$ cat config.mk
export PLATFORM = sky130hd
export DESIGN_NAME = jk_reg_bank
export DESIGN_NICKNAME = d
export VERILOG_FILES = /design/src/rtl/jk_reg_bank.sv
export SDC_FILE = /design/constraint.sdc
export NUM_CORES = 1
export LEC_CHECK = 0
export ABC_AREA = 1
export BUFFER_PORTS_ARGS = -buffer_cell sky130_fd_sc_hd__buf_2
export CORE_MARGIN = 8
export CORE_UTILIZATION = 45
export CTS_BUF_LIST = sky130_fd_sc_hd__clkbuf_4 sky130_fd_sc_hd__clkbuf_8
export DETAILED_ROUTE_END_ITERATION = 6
export PLACE_DENSITY_LB_ADDON = 0.3
export SLEW_MARGIN = 10
export SYNTH_ARGS = -nofsm -noshare
export SYNTH_HDL_FRONTEND = slang
export SYNTH_SLANG_ARGS = --single-unit
$ cat constraint.sdc
create_clock -name clk -period 2.28 [get_ports clk]
set_input_delay 0.114 -clock clk [delete_from_list [all_inputs] [get_ports clk]]
set_output_delay 0.114 -clock clk [all_outputs]
set_load 0.01 [all_outputs]
$ cat src/rtl/jk_reg_bank.sv
// Bank of WIDTH JK flip-flops. It also supports synchronous up/down counting, shift-left and parallel load.
// tc is combinational; changed is a registered flag that marks any q transition.
module jk_reg_bank #(
    parameter int                WIDTH     = 8,
    parameter logic [WIDTH-1:0]  RESET_VAL = '0
) (
    input  logic             clk,
    input  logic             rst,
    input  logic             en,
    input  logic [1:0]       mode,
    input  logic [WIDTH-1:0] j,
    input  logic [WIDTH-1:0] k,
    input  logic             load,
    input  logic [WIDTH-1:0] d,
    input  logic             ser_in,
    output logic [WIDTH-1:0] q,
    output logic [WIDTH-1:0] qn,
    output logic             tc,
    output logic             changed
);

    localparam logic [1:0] MODE_JK    = 2'b00;
    localparam logic [1:0] MODE_UP    = 2'b01;
    localparam logic [1:0] MODE_SHIFT = 2'b10;
    localparam logic [1:0] MODE_DOWN  = 2'b11;

    logic [WIDTH-1:0] q_reg;
    logic [WIDTH-1:0] q_next;
    logic             changed_reg;
    logic [WIDTH-1:0] jk_next;
    logic [WIDTH-1:0] shift_next;

    // Per-bit JK behaviour: 00 hold, 01 clear, 10 set, 11 toggle.
    genvar gi;
    generate
        for (gi = 0; gi < WIDTH; gi++) begin : g_jk
            assign jk_next[gi] = j[gi] ? (k[gi] ? ~q_reg[gi] : 1'b1)
                                       : (k[gi] ? 1'b0 : q_reg[gi]);
        end
        if (WIDTH == 1) begin : g_shift_one
            assign shift_next = ser_in;
        end else begin : g_shift_wide
            assign shift_next = {q_reg[WIDTH-2:0], ser_in};
        end
    endgenerate

    always_comb begin
        q_next = q_reg;
        if (load) begin
            q_next = d;
        end else if (en) begin
            case (mode)
                MODE_JK:    q_next = jk_next;
                MODE_UP:    q_next = q_reg + WIDTH'(1);
                MODE_SHIFT: q_next = shift_next;
                MODE_DOWN:  q_next = q_reg - WIDTH'(1);
                default:    q_next = q_reg;
            endcase
        end
    end

    always_ff @(posedge clk or posedge rst) begin
        if (rst) begin
            q_reg       <= RESET_VAL;
            changed_reg <= 1'b0;
        end else begin
            q_reg       <= q_next;
            changed_reg <= (q_next != q_reg);
        end
    end

    // Terminal count looks at the operation about to happen, so a pending load masks it.
    assign tc = en && !load &&
                (((mode == MODE_UP) && (&q_reg)) || ((mode == MODE_DOWN) && (~|q_reg)));

    assign q       = q_reg;
    assign qn      = ~q_reg;
    assign changed = changed_reg;

endmodule
==> results by group <==
Logic synthesis
  – Largest family of logic cells by synthesized area: simple AND/OR/NAND/NOR gates
  – Post-synthesis compound-gate area fraction: 13.4%
  – Synthesized Nets: 262
  – Yosys top cell area share: 21.0%
  – Cell taking the most area after synthesis: nand2_1
  – Post-Synth Adder-Cell Area: 0.959%
  – Sequential area share after synthesis: 17.3%
  – Syn Area/Cell: 5.67 um2
  – Yosys cell types: 27
  – Post-synthesis cell count: 230
  – Seq cells post-synth: 9
  – XOR/XNOR share of the synthesized area: 0%
  – Synthesized area: 1310 um2
  – Simple logic cell fraction of the synthesized area: 54.3%
  – Post-synthesis mux area share: 0%
  – Largest cells by area after synthesis: nand2_1, dfrtp_1, nand3_1
  – Ys Warns: 0

Global routing
  – Initial antenna violation count: 0
  – Vias in the first global route: 1562
  – Tot GR Track Use: 15.8%
  – Largest net degree at the start of global routing: 14
  – First-pass GRT wire length: 6730 um
  – GRT overflow: 0

Final layout
  – Area delta synth->final: 22.4%
  – Final Cell Area: 1600 um2
  – Commonest non-fill, non-tap cells in the layout: nand2_1, buf_2, nand3_1, inv_1, nor2_1
  – Diode count: 0
  – Most common cell after layout, fill and taps aside: nand2_1
  – Max reg flops: 8
  – Share of layout cells above drive strength 1: 31.5%
  – Fin nets: 312

Floorplan
  – Core ar.: 2760 um2
  – Site row count: 19
  – Initial core utilization: 47.3%
  – Die Span X: 69.9 um
  – Die area: 4880 um2
  – Die height: 69.9 um
  – I/O Pins: 49

STA
  – Final Hold Fails: 0
  – Skew final: 0.00381 ns
  – Worst slew margin: 76.1%
  – Final setup violation count: 0
  – RSZ-0062 raised after global routing: no
  – Fin worst setup slack: 0.242 ns
  – Fmax: 491 MHz
  – Post-Route Setup TNS: 0 ns
  – Final period util: 89.4%
  – Tmin final: 2.04 ns
  – Worst-Margin Slew: 0.358 ns
  – Hold Worst Slack: 0.0995 ns
  – Final Max Tran Viols: 0

Status
  – Outcome: completed

Clock network
  – CTS tree: yes
  – Clock sinks: 9
  – Max Root-Sink Buffers: 2
  – CTS Buf Count: 3
  – H-Tree Depth: 1
  – Reg clk slew, reported paths: 0.06 ns
  – Root Buffer: clkbuf_4
  – Clock latency on the worst-skew pair: 0.27 ns

Routing
  – DRT iter0 DRCs: 64
  – DR DRC count: 0
  – Vias per cell: 5.17
  – ANT nets after route: 0
  – Wire length per cell: 12.5 um
  – TritonRoute pass-1 iters: 5
  – Detailed-route via count: 1604
  – Detailed Route WL: 3880 um

Critical path
  – CP startpoint: q[1]
  – RR Endpoint: changed
  – Worst-path maximum fanout: 5
  – Most used cell, CP: nand2_1
  – Crit path capture: changed
  – Worst r2r src: q[1]
  – Crit end category: flip-flop
  – Crit path kind: flip-flop to flip-flop
  – R2R setup slack: 0.24 ns
  – Crit path DAT: 2.18 ns
  – Critical path, cell by cell: inv_2 > nand2_1 > nand2_1 > inv_1 > ha_1 > nor2_1 > nor2_1 > nand3_1 > nand2_1 > nand2_1 > nand2_1 > nand2_1 > nor2_1 > nand3_1 > nor2_1 > nand3_1 > nor2_1 > nand3_1
  – Critical Path Source Type: flip-flop
  – Critical path required time: 2.42 ns
  – Slowest cell delay on critical path: 0.43 ns
  – R2r worst-path depth: 18
  – Crit-path slowest cell: dfrtp_2

Power
  – Total Power: 728 uW
  – Pwr per Cell Area: 456 nW/um2
  – Maximum vdd drop: 0.000499 V
  – Leak: 0.924 nW

Flow run
  – Max Cap Viol: 0

Worst hold path
  – Hold Crit Class: input port to flip-flop
  – Min-Delay Path Depth: 3

Placed design
  – Placed Area: 1540 um2
  – DP Worst Slack: 0.220 ns
  – I/O Buffers: 48
  – Hpwl dp: 3150 um
  – Global placement routability congestion: 0.885
-- kinds of logic after synthesis --
family / after synthesis
compound gates: 29
fa+ha+maj: 1
buf+inv: 41
flops: 9
simple gates: 150
-- synth_stat cells --
| cell type | n |
|---|---|
| or2_2 | 7 |
| nand2_2 | 10 |
| buf_4 | 1 |
| clkbuf_1 | 1 |
| nand3_1 | 34 |
| nand4_1 | 3 |
| nor2_2 | 2 |
| a21oi_1 | 11 |
| nand2_4 | 2 |
| nor2_1 | 13 |
| dfrtp_1 | 9 |
| a21boi_2 | 1 |
| or2_1 | 1 |
| buf_6 | 3 |
| o211ai_1 | 1 |
| o21ai_2 | 1 |
| o21ai_0 | 10 |
| inv_2 | 2 |
| nand2_1 | 73 |
| nor3_1 | 1 |
| buf_2 | 3 |
| a221oi_1 | 4 |
| o21a_1 | 1 |
| inv_1 | 31 |
| nor2_4 | 3 |
| nand3_2 | 1 |
| ha_1 | 1 |
-- per-stage QoR --
step,util (%),std cells
finish,57.9,310
global route,57.9,310
CTS,57.3,308
detailed placement,55.8,303
global placement,55.8,303
floorplan,-,230
-- timing repair --
item / CTS / global route
hold buffers: 1 / 0
endpoints found under the setup margin: 0 / 1
gates resized for setup: 0 / 3
buffers inserted: 0 / 2
hold endpoints to repair: 9 / 0
-- how the worst min path moves through the flow --
stage | startpoint | end | slack, ns
2_1_floorplan | rst | changed | -0.06
5_1_grt | d[5] | q[5] | 0.07
3_5_place_dp | rst | q[6] | 0.09
3_3_place_gp | rst | q[5] | 0.09
4_1_cts | d[5] | q[5] | 0.08
6_report | d[5] | q[5] | 0.1
-- where the power goes --
part           internal, mW  switching, mW
sequential            0.176         0.0377
combinational         0.147          0.230
clock                0.0795         0.0574
-- final cells by class --
type                            count  area [um2]
Clock buffer                        4        30.0
Fill cell                         281        1160
Sequential cell                     9         226
Multi-Input combinational cell    180         898
Tap cell                           31        38.8
Inverter                           33         124
Timing Repair Buffer               53         280
-- layer usage --
layer	part of all wire, %	GRT usage (%)	up-vias
li1	-	-	838
met1	44	18.6	722
met2	50	27.7	39
met3	4.9	2.82	5
met4	1.2	5.58	0
met5	0	0	-
-- worst max-delay path: cells and delay by family, from the launching register on --
| family | cells | cell delay, ns |
|---|---|---|
| AND/OR/NAND/NOR | 15 | 1.10 |
| flip-flops | 1 | 0.43 |
| adder cells (fa/ha/maj) | 1 | 0.26 |
| buffers and inverters | 2 | 0.12 |
Power figures use the tool's default switching activity.
